File: config.mk
export PLATFORM = sky130hd
export DESIGN_NAME = keccak_chi_compress
export DESIGN_NICKNAME = d
export VERILOG_FILES = /design/src/rtl/keccak_chi_compress.sv
export SDC_FILE = /design/constraint.sdc
export NUM_CORES = 1
export LEC_CHECK = 0
export ABC_AREA = 0
export BUFFER_PORTS_ARGS = -buffer_cell sky130_fd_sc_hd__buf_2
export CAP_MARGIN = 20
export CORE_AREA = 2 2 73 89
export DETAILED_ROUTE_END_ITERATION = 6
export DIE_AREA = 0 0 75 91
export GPL_TIMING_DRIVEN = 0
export PLACE_DENSITY = 0.86
export SLEW_MARGIN = 5
export SYNTH_ARGS = -nofsm -noshare
export SYNTH_HDL_FRONTEND = slang
export SYNTH_SLANG_ARGS = --single-unit
File: constraint.sdc
create_clock -name clk -period 5.6 [get_ports clk]
set_clock_uncertainty 0.05 [all_clocks]
set_input_delay 1.12 -clock clk [delete_from_list [all_inputs] [get_ports clk]]
set_output_delay 1.12 -clock clk [all_outputs]
set_load 0.03 [all_outputs]
File: src/rtl/keccak_chi_compress.sv
// Share compression and flow-control stage behind the masked Keccak chi S-box.
// Optional build macro KECCAK_CHI_IOTA_EN folds the iota round constant into lane a, share 0, row 0.
module keccak_chi_compress #(
  parameter int d          = 2,
  parameter int FIFO_DEPTH = 3
) (
  input  logic                 clk,
  input  logic                 rst_i,
  input  logic                 clr_i,
  input  logic                 in_valid_i,
  output logic                 in_ready_o,
  input  logic                 rc_i,
  input  logic [(d+1)**2-1:0]  ap_i,
  input  logic [(d+1)**2-1:0]  bp_i,
  input  logic [(d+1)**2-1:0]  cp_i,
  input  logic [(d+1)**2-1:0]  dp_i,
  input  logic [(d+1)**2-1:0]  ep_i,
  output logic [d:0]           a_o,
  output logic [d:0]           b_o,
  output logic [d:0]           c_o,
  output logic [d:0]           d_o,
  output logic [d:0]           e_o,
  output logic                 out_valid_o,
  input  logic                 out_ready_i,
  output logic                 out_last_o,
  output logic [2:0]           row_o
);

  localparam int W_IN  = (d+1)**2;
  localparam int W_OUT = d+1;
  localparam int PW    = (FIFO_DEPTH > 1) ? $clog2(FIFO_DEPTH) : 1;
  localparam int CW    = $clog2(FIFO_DEPTH+1);

  typedef struct packed {
    logic [2:0]       row;
    logic [W_OUT-1:0] a;
    logic [W_OUT-1:0] b;
    logic [W_OUT-1:0] c;
    logic [W_OUT-1:0] d;
    logic [W_OUT-1:0] e;
  } entry_t;

  function automatic logic [W_OUT-1:0] compress(input logic [W_IN-1:0] x);
    logic [W_OUT-1:0] r;
    r = '0;
    for (int unsigned i = 0; i < W_OUT; i++)
      for (int unsigned j = 0; j < W_OUT; j++)
        r[i] = r[i] ^ x[i*W_OUT + j];
    return r;
  endfunction

  logic          s1_valid;
  logic [2:0]    s1_row;
  logic          s1_rc;
  logic [2:0]    row_cnt;
  logic [CW-1:0] count;
  logic [PW-1:0] wr_ptr;
  logic [PW-1:0] rd_ptr;
  entry_t        mem [FIFO_DEPTH];
  entry_t        s1_entry;
  entry_t        head;
  logic          accept;
  logic          push;
  logic          pop;

  // Ready looks only at registered state: the S-box result arrives a cycle
  // after acceptance and cannot be stalled, so room is reserved up front.
  assign in_ready_o  = (int'(count) + int'(s1_valid)) < FIFO_DEPTH;
  assign out_valid_o = (count != '0);
  assign accept      = in_valid_i && in_ready_o && !clr_i;
  assign push        = s1_valid && !clr_i;
  assign pop         = out_valid_o && out_ready_i && !clr_i;

  always_comb begin
    s1_entry     = '0;
    s1_entry.row = s1_row;
    s1_entry.a   = compress(ap_i);
    s1_entry.b   = compress(bp_i);
    s1_entry.c   = compress(cp_i);
    s1_entry.d   = compress(dp_i);
    s1_entry.e   = compress(ep_i);
`ifdef KECCAK_CHI_IOTA_EN
    if (s1_row == 3'd0)
      s1_entry.a[0] = s1_entry.a[0] ^ s1_rc;
`endif
  end

`ifndef KECCAK_CHI_IOTA_EN
  logic unused_s1_rc;
  assign unused_s1_rc = s1_rc;
`endif

  always_ff @(posedge clk or negedge rst_i) begin
    if (!rst_i) begin
      s1_valid <= 1'b0;
      s1_row   <= '0;
      s1_rc    <= 1'b0;
      row_cnt  <= '0;
      count    <= '0;
      wr_ptr   <= '0;
      rd_ptr   <= '0;
      for (int unsigned i = 0; i < FIFO_DEPTH; i++)
        mem[i] <= '0;
    end else if (clr_i) begin
      s1_valid <= 1'b0;
      row_cnt  <= '0;
      count    <= '0;
      wr_ptr   <= '0;
      rd_ptr   <= '0;
    end else begin
      assert (!(push && count == CW'(FIFO_DEPTH)));
      s1_valid <= accept;
      if (accept) begin
        s1_row  <= row_cnt;
        s1_rc   <= rc_i;
        row_cnt <= (row_cnt == 3'd4) ? 3'd0 : row_cnt + 3'd1;
      end
      if (push) begin
        mem[wr_ptr] <= s1_entry;
        wr_ptr      <= (wr_ptr == PW'(FIFO_DEPTH-1)) ? '0 : wr_ptr + PW'(1);
      end
      if (pop)
        rd_ptr <= (rd_ptr == PW'(FIFO_DEPTH-1)) ? '0 : rd_ptr + PW'(1);
      if (push && !pop)
        count <= count + CW'(1);
      else if (pop && !push)
        count <= count - CW'(1);
    end
  end

  // Head fields come straight from storage; gating with the registered valid
  // keeps stale entries (after clear) off the outputs without adding glitches.
  assign head       = mem[rd_ptr];
  assign a_o        = out_valid_o ? head.a : '0;
  assign b_o        = out_valid_o ? head.b : '0;
  assign c_o        = out_valid_o ? head.c : '0;
  assign d_o        = out_valid_o ? head.d : '0;
  assign e_o        = out_valid_o ? head.e : '0;
  assign row_o      = out_valid_o ? head.row : '0;
  assign out_last_o = out_valid_o && (head.row == 3'd4);

endmodule
# ---- Yosys cells after proc, flatten, opt, wreduce, memory -nomap -nowiden
# Cells that the tools add are included.
dict set report totals {
  reg_bits 67
  out_inout_bits 21
  word_cells 115
}
dict set report classes {
  add_sub_neg 6
  n_lt_le_gt_ge 4
  n_eq_ne 4
  mux 25
  n_bitwise 33
  n_reduce_logical 19
}
# cell count
set op_table {}
lappend op_table {{54-bit bitwise mux} 1}
lappend op_table {{18-bit 2-to-1 mux} 3}
lappend op_table {{18-bit binary-select mux with 2-bit select} 1}
lappend op_table {{18-bit demux with 2-bit select} 1}
lappend op_table {{1-bit XOR} 30}
lappend op_table {{3-bit 2-to-1 mux} 9}
lappend op_table {{2-bit 2-to-1 mux} 9}
lappend op_table {{1-bit logical AND} 9}
lappend op_table {{2-bit nonzero test} 4}
lappend op_table {{2-bit by 1-bit adder with 2-bit output (second input constant)} 3}
lappend op_table {{3-bit == test (second input constant)} 2}
lappend op_table {{3-bit >= comparator (second input constant)} 2}
lappend op_table {{2-bit NOT with 3-bit output} 2}
lappend op_table {{2-bit == test (second input constant)} 2}
lappend op_table {{2-bit AND reduction} 2}
lappend op_table {{2-bit by 1-bit adder with 3-bit output} 1}
lappend op_table {{3-bit by 1-bit adder with 3-bit output (second input constant)} 1}
lappend op_table {{1-bit zero test} 3}
lappend op_table {{3-bit by 1-bit < comparator with 1-bit output (second input constant)} 1}
lappend op_table {{3-bit by 2-bit < comparator with 1-bit output (second input constant)} 1}
lappend op_table {{3-bit nonzero test} 1}
lappend op_table {{2-bit by 1-bit subtractor with 2-bit output (second input constant)} 1}
lappend op_table {{1-bit 2-to-1 mux} 1}
lappend op_table {{1-bit NOT} 1}

# ---- Depth between registers and ports, before layout
# Gate-level depths: netlist of the first run.
dict set report depth {
  ltp_word 7
  depth_mapped 6
  depth_no_buf 6
}

# ---- Worst setup path after synthesis of the first run
# Ideal clock, no wire load.
dict set report synth_timing {
  path_kind {reg-to-output}
  start {reg rd_ptr[1]}
  end {out out_last_o}
  arrival_time_ns 1.868
  slack_ns 2.562
  path_stages_with_launch 5
  path_buffers 1
  cell_sequence {dfrtp_1 buf_2 mux2i_1 o2bb2ai_1 nor4_1}
}
dict set report synth_via {
  elab_chain_len 6
}
# element line_no
set synth_lines {}
lappend synth_lines {{from (decl)} 58} ;# logic [PW-1:0] rd_ptr;
lappend synth_lines {{from (signal assigned)} 123} ;# rd_ptr <= (rd_ptr == PW'(FIFO_DEPTH-1)) ? '0 : rd_ptr + PW'(1);
lappend synth_lines {{2-bit NOT with 3-bit output (implied by the code)} 133} ;# assign head = mem[rd_ptr];
lappend synth_lines {{18-bit binary-select mux with 2-bit select} 133}
lappend synth_lines {{18-bit 2-to-1 mux (implied by the code) (2 in a row)} 133}
lappend synth_lines {{3-bit == test} 140} ;# assign out_last_o = out_valid_o && (head.row == 3'd4);
lappend synth_lines {{1-bit logical AND} 140}
lappend synth_lines {{to (decl)} 25} ;# output logic out_last_o,
# No other way between the ends. The select of a mux whose other input is x is not followed.

# ---- Worst setup path in the final report of the first run
dict set report layout_timing {
  start {reg count[0]}
  end {out c_o[1]}
}
dict set report layout_via {
  elab_chain_len 2
}
# element line_no
set layout_lines {}
lappend layout_lines {{from (decl)} 56} ;# logic [CW-1:0] count;
lappend layout_lines {{from (signal assigned)} 125} ;# count <= count + CW'(1);
lappend layout_lines {{from (signal assigned)} 127} ;# count <= count - CW'(1);
lappend layout_lines {{2-bit nonzero test} 69} ;# assign out_valid_o = (count != '0);
lappend layout_lines {{3-bit 2-to-1 mux} 136} ;# assign c_o = out_valid_o ? head.c : '0;
lappend layout_lines {{to (decl)} 20} ;# output logic [d:0] c_o,
# No other way between the ends.

==> metrics.yaml, run 1 <==
outcome: "completed"
yosys.area_share.simple: 0.1404
grt_setup_unrepaired: "no"
die_x_microns: 75
synth_compound_area_frac: 0.1305
insertion_delay_ns: 0.36
syn-cell-area_sq_mm: 0.003405
slowest_delay_ns: 0.60
yosysWarnings: 0
max_cap_violations: 0
cts_resized: 0
fin_hold_ws_ns: 0.4311
globalRouteOverflowTotal: 0
wl_mm: 7.504
antenna_found_initial: 0
area_delta_synth_final_pct: 20.07
drc_errors: 0
wl_per_cell_microns: 14.77
start_kind: "register"
io-pin-count: 72
layout_setup_ws_ns: 2.126
critPathArrivalTime_ns: 2.30
placed_cell_area_sq_mm: 0.003860
clock-root-buffer: "clkbuf_8"
required_ns: 4.43
cts_tree: "yes"
final_util: 0.6888
period_share: 0.6204
dp_slack_ns: 2.523
yosys_register_bits: 67
setup_viol: 0
syn-instance-count: 340
grt_pass1_wl_mm: 12.52
async_reset_ff_frac: 1.000
slew_headroom: 0.4354
ys_seq_area_frac: 0.4925
dp_cells: 492
synthMuxAreaShare: 0.1018
die_height_microns: 91
cpMostUsedCell: "nor2_1"
vias_per_cell: 5.407
cts.sinks: 67
drive_above_1_share: 0.2512
regArea_sq_mm: 0.001677
worstSetupPathType: "register to primary output"
post-cts-setup-buffers: 0
ys_types: 40
cts_buffers: 9
synth_flop_cell: "dfrtp_1"
crit_path_top_delay_cell: "nor2_1"
grt_pass1_vias: 2787
rows: 31
n_fill_cell: 465
place_congestion: 0.7904
grt_max_degree: 68
port_buffers: 70
finalWorstPathRequiredPeriod_ns: 3.474
design_area_sq_mm: 0.004088
reg2reg_setup_slack_ns: 3.50
finalHoldViolations: 0
hold_buffers: 0
worst_pin_slew_ns: 0.8470
fin_tns_setup_ns: 0
diodes: 0
synth_top_family_by_area: "simple AND/OR/NAND/NOR gates"
syn-num-nets: 395
irDropWorstVdd_v: 0.0001613
multi_input_area_sq_mm: 0.001582
dp.final_hpwl_mm: 5.248
min_path_type: "register to register"
clk_pin_slew_ns: 0.07
first_pass_iters: 4
cp_max_fo: 10
synth-edff-count: 0
dr.first_iter.drc_count: 145
htree_levels: 3
finalNetCount: 476
track_usage: 0.2428
final_cells: 508
initial_core_util: 0.5737
synth_area_per_cell_sq_um: 10.01
fmax_ghz: 0.2879
synth_xor_xnor_area_share: 0.07718
synthAdderAreaFrac: 0.01470
leakage_nw: 1.952
cp-end-kind: "primary output"
total_power_mw: 1.329
powerDensity_mw_per_mm2: 325.1
slew_violations: 0
clockBufferDepth: 2
crit_path_cell_trace: "nor2_1, clkbuf_1, nor2_1, buf_2"
core-area_sq_mm: 0.005934
drt.antenna.violating_nets: 0
dieArea_sq_mm: 0.006825
vias: 2747
-- layer usage --
layer	vias up	part of all wire	track usage
met5	-	0	0
met4	0	0.026	0.1220
met3	17	0.047	0.04994
met2	79	0.53	0.3999
met1	1336	0.39	0.2932
li1	1315	-	-
-- Yosys cell counts, types with 2 or more instances --
cell / count / area, sq um
mux2_4: 3 / 45.04
ha_1: 4 / 50.05
xnor2_1: 15 / 131.4
buf_2: 3 / 15.01
o21ai_2: 8 / 70.07
nand2_1: 60 / 225.2
dfrtp_1: 67 / 1677
or3_1: 2 / 12.51
a2bb2oi_1: 2 / 17.52
xor2_1: 15 / 131.4
clkbuf_1: 13 / 48.80
nand3_1: 2 / 10.01
o21ai_0: 4 / 20.02
mux2_1: 9 / 101.4
nor2b_1: 2 / 12.51
nor2_1: 7 / 26.28
or2_0: 9 / 56.30
inv_1: 5 / 18.77
or2_1: 5 / 31.28
nand4bb_1: 2 / 22.52
and2_1: 2 / 12.51
mux2i_1: 20 / 200.2
inv_2: 3 / 11.26
buf_6: 4 / 45.04
a21oi_1: 21 / 105.1
o2bb2ai_1: 2 / 17.52
o21ai_1: 38 / 190.2
-- cell usage in the layout, fill, tap and decap left out, drive strengths merged --
master	n
a2111oi	1
a21o	1
a21oi	21
a2bb2oi	2
and2	2
and3b	1
and4	1
buf	78
bufinv	2
clkbuf	25
clkinv	1
clkinvlp	1
dfrtp	67
ha	4
inv	8
mux2	12
mux2i	20
nand2	60
nand2b	1
nand3	2
nand3b	1
nand4b	1
nand4bb	2
nor2	7
nor2b	2
nor3	1
nor3b	1
nor4	1
o21ai	50
o2bb2ai	2
o31ai	1
or2	14
or3	2
or4b	1
xnor2	15
xor2	15
-- sequential cells by signal (all words and copies together), names as in the netlist --
name      flops
s1_row        3
row_cnt       3
rd_ptr        2
count         2
mem          54
wr_ptr        2
s1_valid      1
-- worst max-delay path, delay by kind of cell (launching register included) --
kind,cells,cell delay (ns)
buffers and inverters,2,0.73
DFF,1,0.44
and+or+nand+nor,2,0.76
-- power breakdown --
part | internal [mW] | total, mW | switching, mW | leakage, nW
registers | 0.571 | 0.621 | 0.0499 | 0.885
clock network | 0.274 | 0.459 | 0.184 | 0.113
logic | 0.111 | 0.249 | 0.139 | 0.955
-- logic make-up (layout without fill, tap and decap cells) --
kind of cell / Yosys count / count (layout)
multiplexers: 32 / 32
AND/OR/NAND/NOR: 100 / 100
AO/OA/AOI/OAI: 78 / 78
buffers and inverters: 29 / 115
XOR/XNOR: 30 / 30
adder cells (fa/ha/maj): 4 / 4
flip-flops: 67 / 67
-- cell type report --
type | instances | area share
inverters | 8 | 0.007346
clock inverters | 4 | 0.01775
flip-flops and latches | 67 | 0.4102
clock buffers | 12 | 0.03796
well taps | 82 | 0.02510
repair buffers | 70 | 0.08632
plain buffers | 21 | 0.02847
multi-input cells | 244 | 0.3869
-- path summary, 6_finish.rpt --
check	from	endpoint	cells after the start
setup reg to reg	count[0]	s1_row[1]	5
hold reg to reg	mem[39]	mem[39]	2
hold / removal	mem[39]	mem[39]	2
setup / recovery	count[0]	c_o[1]	4
max in group asynchronous	rst_i	mem[27]	1
min in group asynchronous	rst_i	mem[5]	1
No activity file was read; power rests on OpenSTA's default activity.
==> run 2: changes to the inputs <==
Settings changed: ABC_AREA 0 to 1, CORE_AREA 2 2 73 89 to 2 2 76 92, DIE_AREA 0 0 75 91 to 0 0 78 94, PLACE_DENSITY 0.86 to 0.81.
Clock period 5.6 ns to 3.55 ns, I/O delays scaled along.
==> run 2 against run 1 <==
- highest routed layer unchanged
- synthesized area grew 1.3%
- sequential power grew 59%
- cell count grew 24%
- register-to-register slack lost 1.7 ns
- power grew 58%
- synthesized cell count grew 34%
- flip-flop and latch count is the same
- die area grew 7.4%
==> metrics.yaml, run 2 <==
fmax_ghz: 0.3649
clockBufferDepth: 2
wl_per_cell_microns: 12.54
finalWorstPathRequiredPeriod_ns: 2.740
dp_slack_ns: 1.206
ys_seq_area_frac: 0.4860
wl_mm: 7.877
port_buffers: 70
insertion_delay_ns: 0.34
fin_tns_setup_ns: 0
first_pass_iters: 5
max_cap_violations: 0
cts.sinks: 67
die_x_microns: 78
yosysWarnings: 0
largest_reg_flops: 54
synthTopCellsByArea: "dfrtp_1 (49%), nand2_1 (27%), xnor2_1 (7.6%)"
place_congestion: 0.7916
die_height_microns: 94
yosys_register_bits: 67
final_common_cell: "nand2_1"
vias: 3125
antenna_found_initial: 0
ys_types: 21
clock-root-buffer: "clkbuf_8"
largest_register: "mem"
placed_cell_area_sq_mm: 0.003909
hold_buffers: 0
yosysTopAreaCellShare: 0.4860
dp.final_hpwl_mm: 5.512
grt_pass1_vias: 3066
required_ns: 2.79
grt_setup_unrepaired: "no"
cts_tree: "yes"
finalNetCount: 593
irDropWorstVdd_v: 0.0002631
worstSetupPathType: "register to primary output"
synth-edff-count: 0
leakage_nw: 2.360
io-pin-count: 72
core-area_sq_mm: 0.006406
synth_common_cells: "nand2_1 (246), dfrtp_1 (67), inv_1 (37)"
vias_per_cell: 4.976
design_area_sq_mm: 0.004103
dieArea_sq_mm: 0.007332
slew_headroom: 0.4530
rows: 32
syn-num-nets: 512
start_kind: "register"
layout_setup_ws_ns: 0.8098
grt_pass1_wl_mm: 13.73
powerDensity_mw_per_mm2: 510.8
syn-instance-count: 457
initial_core_util: 0.5385
drive_above_1_share: 0.2007
critPathArrivalTime_ns: 1.98
globalRouteOverflowTotal: 0
cp_max_fo: 10
slew_violations: 0
dp_cells: 612
final_cells: 628
htree_levels: 3
grt_max_degree: 68
cts_buffers: 9
post-cts-setup-buffers: 0
outcome: "completed"
yosysMostFrequentCell: "nand2_1"
clk_pin_slew_ns: 0.07
finalHoldViolations: 0
min_path_type: "input pin to async pin"
area_delta_synth_final_pct: 18.93
drc_errors: 0
cp-end-kind: "primary output"
synth_flop_cell: "dfrtp_1"
synth_area_per_cell_sq_um: 7.548
layout_common_cells: "nand2_1 (246), buf_2 (77), dfrtp_1 (67), inv_1 (37), xnor2_1 (30)"
dr.first_iter.drc_count: 221
largestRegisters: "mem x54, row_cnt x3, s1_row x3"
setup_viol: 0
worst_pin_slew_ns: 0.8205
cts_resized: 0
period_share: 0.7719
drt.antenna.violating_nets: 0
diodes: 0
async_reset_ff_frac: 1.000
syn-cell-area_sq_mm: 0.003450
rr_worst_depth: 7
total_power_mw: 2.096
track_usage: 0.2389
synth_top_area_cell: "dfrtp_1"
==> run 2: path summary, 6_finish.rpt <==
path	slack, ns	endpoint	from
setup / recovery	0.81	b_o[1]	rd_ptr[1]
hold / removal	0.42	mem[30]	rst_i
setup reg to reg	1.78	row_cnt[0]	count[0]
hold reg to reg	0.43	mem[28]	mem[28]
max in group asynchronous	2.51	mem[51]	rst_i
min in group clk	0.43	mem[28]	mem[28]
==> run 2: final cells by class <==
| class | count | area [sq um] |
|---|---|---|
| Inverter | 41 | 153.9 |
| Timing Repair Buffer | 70 | 352.8 |
| Buffer | 14 | 81.33 |
| Clock inverter | 5 | 52.55 |
| Multi-Input combinational cell | 335 | 1538 |
| Fill cell | 619 | 2303 |
| Sequential cell | 67 | 1677 |
| Tap cell | 85 | 106.4 |
| Clock buffer | 11 | 141.4 |
==> run 2: stage by stage <==
step                      utilization  hold slack, ns
after floorplan                     -          0.3644
after global placement         0.6098          0.4123
after detailed placement       0.6102          0.4153
after CTS                      0.6404          0.4342
after global routing           0.6404          0.4523
final                          0.6404          0.4229
==> run 2: worst max-delay path, cell delays in order, from the launching register on <==
cell and delay [ns]:
dfrtp_1 0.37, inv_1 0.17, nand2_1 0.11, inv_1 0.23, buf_2 0.30, nand2_1 0.08, nand3_1 0.07, nand2_1 0.05
inv_1 0.06, buf_2 0.19
==> run 2: cell families after synthesis <==
family	Yosys count	share of synthesized area
and+or+nand+nor	277	0.3185
DFF	67	0.4860
buffers and inverters	55	0.06819
adders and majority gates	4	0.01451
AOI/OAI and AO/OA	24	0.03663
xor gates and xnor gates	30	0.07617
==> run 2: routing by layer <==
metal / track usage / wire length (microns)
met1: 0.2941 / 3252
met2: 0.4310 / 4168
met3: 0.02885 / 363
met4: 0.08626 / 92
met5: 0 / 0
==> run 2: power breakdown <==
part | switching, mW | internal, mW | leakage [nW] | total [mW]
sequential | 0.0811 | 0.906 | 0.887 | 0.987
combinational | 0.296 | 0.183 | 1.37 | 0.479
clock | 0.289 | 0.340 | 0.0991 | 0.629
